## src/rtl/display_scan_driver_pkg.sv

```systemverilog
// Shared constants for the multiplexed hex display scanner: digit count,
// nibble width, default prescale and the scan index type.
package display_scan_driver_pkg;
  localparam int NUM_DIGITS       = 4;
  localparam int NIBBLE_W         = 4;
  localparam int DATA_W           = NUM_DIGITS * NIBBLE_W;
  localparam int IDX_W            = $clog2(NUM_DIGITS);
  localparam int TICK_DIV_DEFAULT = 1000;

  typedef logic [IDX_W-1:0] idx_t;
endpackage

```

## src/rtl/scan_tick_gen.sv

```systemverilog
// Prescaler: free-running 0..TICK_DIV-1 counter, tick is combinational on the
// terminal count (same cycle); no backpressure, never stalls.
module scan_tick_gen
  import display_scan_driver_pkg::*;
#(
  parameter int TICK_DIV = TICK_DIV_DEFAULT
) (
  input  logic clk,
  input  logic clr,
  output logic tick
);
  localparam int                CNT_W    = (TICK_DIV > 1) ? $clog2(TICK_DIV) : 1;
  localparam logic [CNT_W-1:0] CNT_LAST = CNT_W'(TICK_DIV - 1);

  logic [CNT_W-1:0] cnt_q, cnt_d;

  assign tick = (cnt_q == CNT_LAST);

  always_comb begin
    cnt_d = cnt_q + 1'b1;
    if (tick) cnt_d = '0;
  end

  always_ff @(posedge clk) begin
    if (clr) cnt_q <= '0;
    else     cnt_q <= cnt_d;
  end
endmodule

```

## src/rtl/display_scan_driver.sv

```systemverilog
// Four-digit hex scan driver: double-buffered display data swapped only at frame wrap; outputs
// decode registered state (zero latency), no backpressure. Optional DISPLAY_SCAN_LZB_EN enables leading-zero blanking.
module display_scan_driver
  import display_scan_driver_pkg::*;
#(
  parameter int TICK_DIV = TICK_DIV_DEFAULT
) (
  input  logic                  clk,
  input  logic                  clr,
  input  logic                  load,
  input  logic [DATA_W-1:0]     data,
  output logic [NIBBLE_W-1:0]   nibble,
  output logic [NUM_DIGITS-1:0] digit_en,
  output logic                  blank,
  output logic                  frame
);
  localparam idx_t IDX_LAST = IDX_W'(NUM_DIGITS - 1);

  logic              tick;
  logic              wrap;
  idx_t              idx_q, idx_d;
  logic [DATA_W-1:0] disp_q, disp_d;
  logic [DATA_W-1:0] pend_dat_q, pend_dat_d;
  logic              pend_q, pend_d;
  logic              frame_q, frame_d;
  logic [NUM_DIGITS-1:0] onehot;

  scan_tick_gen #(.TICK_DIV(TICK_DIV)) u_tick (
    .clk  (clk),
    .clr  (clr),
    .tick (tick)
  );

  assign wrap = tick && (idx_q == IDX_LAST);

  // A load on the wrap cycle goes straight to the display register.
  always_comb begin
    idx_d      = idx_q;
    disp_d     = disp_q;
    pend_dat_d = pend_dat_q;
    pend_d     = pend_q;
    frame_d    = wrap;
    if (tick) idx_d = idx_q + 1'b1;
    if (load) begin
      pend_dat_d = data;
      pend_d     = 1'b1;
    end
    if (wrap) begin
      if (load)        disp_d = data;
      else if (pend_q) disp_d = pend_dat_q;
      pend_d = 1'b0;
    end
  end

  always_ff @(posedge clk) begin
    if (clr) begin
      idx_q      <= '0;
      disp_q     <= '0;
      pend_dat_q <= '0;
      pend_q     <= 1'b0;
      frame_q    <= 1'b0;
    end else begin
      idx_q      <= idx_d;
      disp_q     <= disp_d;
      pend_dat_q <= pend_dat_d;
      pend_q     <= pend_d;
      frame_q    <= frame_d;
    end
  end

  assign nibble = disp_q[idx_q*NIBBLE_W +: NIBBLE_W];
  assign onehot = NUM_DIGITS'(1) << idx_q;
  assign frame  = frame_q;

`ifdef DISPLAY_SCAN_LZB_EN
  // Digit k is a leading zero when it and every digit above it are zero.
  logic [NUM_DIGITS-1:0] lz;
  always_comb begin
    lz = '0;
    for (int k = 1; k < NUM_DIGITS; k++) begin
      lz[k] = ((disp_q >> (k * NIBBLE_W)) == '0);
    end
  end
  assign blank    = lz[idx_q];
  assign digit_en = blank ? '0 : onehot;
`else
  assign blank    = 1'b0;
  assign digit_en = onehot;
`endif
endmodule
```

## config.mk

```make
export PLATFORM = sky130hd
export DESIGN_NAME = display_scan_driver
export DESIGN_NICKNAME = d
export VERILOG_FILES = /design/src/rtl/display_scan_driver_pkg.sv /design/src/rtl/scan_tick_gen.sv /design/src/rtl/display_scan_driver.sv
export SDC_FILE = /design/constraint.sdc
export NUM_CORES = 1
export LEC_CHECK = 0
export CAP_MARGIN = 25
export CORE_ASPECT_RATIO = 1.5
export CORE_MARGIN = 4
export CORE_UTILIZATION = 55
export DETAILED_ROUTE_END_ITERATION = 6
export PLACE_DENSITY_LB_ADDON = 0.15
export SLEW_MARGIN = 20
export SYNTH_ARGS = -nofsm -noshare
export SYNTH_HDL_FRONTEND = slang
export SYNTH_SLANG_ARGS = --single-unit
```

## constraint.sdc

```tcl
create_clock -name clk -period 6.1 [get_ports clk]
set_clock_uncertainty 0.15 [all_clocks]
set_input_delay 1.525 -clock clk [delete_from_list [all_inputs] [get_ports clk]]
set_output_delay 1.525 -clock clk [all_outputs]
set_load 0.05 [all_outputs]
```

# Word level (Yosys, flattened, before mapping)
# Cells that the tools add are included.
# W data, S select, Z words.
# totals
in_bits,19
regBits,46
out_inout_bits,10
# classes
n_reduce_logical,5
n_eq_ne,2
muxes,2
shift,2
addsub,2
# ops
operator,count
$mux W16,2
$shiftx A16 B5 Y4,1
$add A10 B1 Y10 const B,1
$eq A10 B10 Y1 const B,1
$reduce_or A2 Y1,2
$shl A1 B2 Y4 const A,1
$add A2 B1 Y2 const B,1
$eq A2 B2 Y1 const B,1
$reduce_and A2 Y1,1
$reduce_bool A2 Y1,1
$logic_and A1 B1 Y1,1

# Depth between registers and ports, before layout
# logic_depth
depth_word,3
depth_mapped,7
depth_no_buf,5

# Cells and area by module
# Synthesis repeated with hierarchy kept, for this count alone.
# unflattened
hier_cells,187
hier_area_um2,2039.5
# by_module_without_submodules
mod,n_inst,cells_per_inst,seq_area_each_um2,area_per_inst_um2
display_scan_driver,1,131,720.7,1549.0
scan_tick_gen,1,56,200.2,490.5

# Worst setup path after synthesis
# No wires, ideal clock.
# synth_timing
kind,input -> register
startpoint,input load
endpoint,register disp_q[10]
stages,6
t_required_ns,5.829
setup_time_ns,0.121
setup_slack_ns,3.068
t_arrival_ns,2.760
cell_sequence,buf_6 > nor2_1 > or4b_4 > buf_6 > buf_12 > mux2_4
# synth_via
elab_chain_len,2
elab_cells_between_ends,3
classes_between,mux (1); reduce/logical (2)
# synth_rtl
element,line_no,text
"start, declared",display_scan_driver.sv:10,"input logic load,"
$reduce_bool A2 Y1 (no source line),n/a,
$reduce_and A2 Y1 (no source line),n/a,
"end signal, assigned",display_scan_driver.sv:64,disp_q <= disp_d;
"end, declared",display_scan_driver.sv:22,"logic [DATA_W-1:0] disp_q, disp_d;"
# Several ways; a longest one is shown, not always the timed one.
# A chain may end at the register's enable or synchronous reset.

# Worst setup path in the final report
# layout_timing
startpoint,register idx_q[0]
endpoint,output nibble[2]
# layout_via
elab_chain_len,1
# layout_rtl
element,line_no,text
"start, declared",display_scan_driver.sv:21,"idx_t idx_q, idx_d;"
"start signal, assigned",display_scan_driver.sv:63,idx_q <= idx_d;
$shiftx A16 B5 Y4,display_scan_driver.sv:71,assign nibble = disp_q[idx_q*NIBBLE_W +: NIBBLE_W];
"end, declared",display_scan_driver.sv:12,"output logic [NIBBLE_W-1:0] nibble,"
# No other way between the ends.

==> metrics.yaml <==
outcome: "finished clean"
wire_per_inst_um: 14.5
die_x_um: 57.5
critPathCaptureType: "output pin"
cts_root_buffer: "clkbuf_8"
pin_count: 29
cts_sinks: 46
post-synth-top-count-cell: "dfxtp_1"
hold_depth: 1
synth.mux.area_fraction_pct: 23.7
crit_start: "idx_q[0]"
synth_seq_area_share_pct: 45.6
design_area_um2: 2370
final.fill_count: 270
clk_pin_slew_ps: 80
grt_antenna_before_repair: 0
cp.arrival_ps: 2200
fin_nets: 228
drtIter0Drc: 57
post_route_cells_drive_above_1_share_pct: 17.1
initial_utilization_pct: 58.0
worstReg2RegEnd: "disp_q[5]"
rows: 26
htreeDepth: 2
vias_per_cell: 5.20
cts_tree: "done"
synth.distinct_cells: 32
synthAdderAreaFrac_pct: 3.10
worst_slew_margin_rel_pct: 58.4
cts_resized: 0
dpl_cell_area_um2: 2260
synthArstFlopShare_pct: 0
synth.largest_area_cell: "dfxtp_1"
timing.final.crit_share_pct: 63.5
grt_max_degree: 47
ys_top_cells_by_area: "dfxtp_1, mux2i_1, mux2_4"
cpPeakStageDelay_ps: 720
ff2ff_setup_slack_ps: 3760
ys_ff_latch: 46
ant_nets: 0
tns_ps: 0
rsz0062_at_grt: "false"
hold_path_end: "u_tick.cnt_q[0]"
synth_xor_area_share_pct: 2.60
syn_nets: 203
drv_slew: 0
reg2reg_from: "u_tick.cnt_q[0]"
ys.flop_type: "dfxtp_1"
dr.pass1.iters: 4
dp_hpwl_um: 2560
synth_cells: 179
die_h_um: 82.2
cpMaxStageDelayCell: "clkdlybuf4s50_1"
numCtsBuffers: 5
hold_viol_final: 0
ff2ff_path_depth: 5
drc: 0
grt_pass1_wl_um: 5830
cap_violations: 0
yosys.area.top_type_share_pct: 45.6
criticalPathCategory: "register to output pin"
yosys_warnings: 0
setup_viol: 0
ctsHoldBuffers: 0
worst_slew_pin_slew_ps: 621
ys_top_cells_by_count: "dfxtp_1, nor2_1, mux2i_1"
core-area_um2: 3480
crit_path_cell_trace: "mux4_2 -> clkdlybuf4s50_1"
portBuffers: 27
ir_worst_vdd_mv: 0.236
totalWireLength_um: 3590
synth_top_family_by_area: "multiplexers"
syn_to_final_growth_pct: 17.2
gp_congestion: 0.793
diodes: 0
clockBufferDepth: 2
cellPowerDensity_nw_per_um2: 242
max_freq_mhz: 258
critPathRequiredTime_ps: 4430
syn_area_um2: 2020
p_leak_nw: 1.02
synth-simple-area-share_pct: 17.3
fin_util_pct: 68.0
worstPathMaxFanout: 8
synth_area_per_cell_um2: 11.3
grt_pass1_vias: 1278
finalCriticalPeriod_ps: 3880
synth_edf_count: 0
final_cells: 247
vias: 1284
synth_compound_area_share_pct: 1.86
cts_setup_buffers: 0
die_area_um2: 4730
grtUsageTotal_pct: 16.2
min_path_type: "register to register"
gr-total-overflow: 0
insertion_delay_ps: 290
placed_cells: 239
worstHoldStart: "u_tick.cnt_q[0]"
critPathLaunchType: "register"
==> per-layer routing <==
metal	part of all wire (%)	track usage (%)	routed length, um
met5	0	0	0
met3	3.8	4.67	138
met4	1.8	8.12	64
met1	42	18.2	1510
met2	52	27.8	1880
==> cells in the final DEF (no fill, tap or decap), types with 2 or more instances in the layout <==
master / n
a21oi_1: 2
a31oi_1: 2
and2b_1: 9
buf_4: 2
clkbuf_8: 5
clkdlybuf4s50_1: 27
clkinv_2: 2
dfxtp_1: 46
ha_1: 5
inv_1: 4
mux2_2: 6
mux2_4: 10
mux2i_1: 17
mux4_2: 4
nand2_1: 4
nand3_1: 5
nand4_1: 2
nor2_1: 23
nor2b_1: 7
nor3_1: 5
or3_1: 2
xnor2_1: 5
==> cell type report <==
class	count	area [um2]	area share (%)
tap	42	52.6	2.22
multi-input combinational	118	985	41.6
sequential	46	921	38.9
inverter	4	15.0	0.634
clock inverter	3	40.0	1.69
clock buffer	5	68.8	2.91
timing repair buffer	29	285	12.1
==> cells by family (layout without fill, tap and decap cells) <==
family / Yosys count / count (layout)
compound gates: 6 / 6
flops: 46 / 46
simple gates: 63 / 63
fa+ha+maj: 5 / 5
mux: 37 / 37
buf+inv: 15 / 41
other cells: 1 / 1
xor+xnor: 6 / 6
==> power breakdown <==
part           internal [W]   total, W  switching [W]
sequential         0.000310   0.000315     0.00000520
clock              0.000121   0.000219      0.0000985
combinational     0.0000214  0.0000393      0.0000179
==> critical path: cells and delay by family (launching register included) <==
kind | cells | cell delay [ps]
muxes | 1 | 580
DFF | 1 | 610
buffers and inverters | 1 | 720
==> per-stage QoR <==
stage | power (W) | hold slack, ps | worst slack, ps
2_1_floorplan | 0.000348 | 274 | 3070
3_3_place_gp | 0.000360 | 288 | 2450
3_5_place_dp | 0.000362 | 319 | 2410
4_1_cts | 0.000579 | 330 | 2190
5_1_grt | 0.000595 | 361 | 2110
6_report | 0.000574 | 328 | 2220
==> registers in the layout (all words and copies together) (netlist names) <==
signal	cells
pend_dat_q	16
idx_q	2
u_tick.cnt_q	10
disp_q	16
pend_q	1
frame	1
==> how the worst max path moves through the flow <==
stage,to,depth (start not counted)
2_1_floorplan,disp_q[10],6
3_3_place_gp,disp_q[13],5
3_5_place_dp,disp_q[5],5
4_1_cts,nibble[2],2
5_1_grt,nibble[1],2
6_report,nibble[2],2
(Power assumes the default switching activity.)
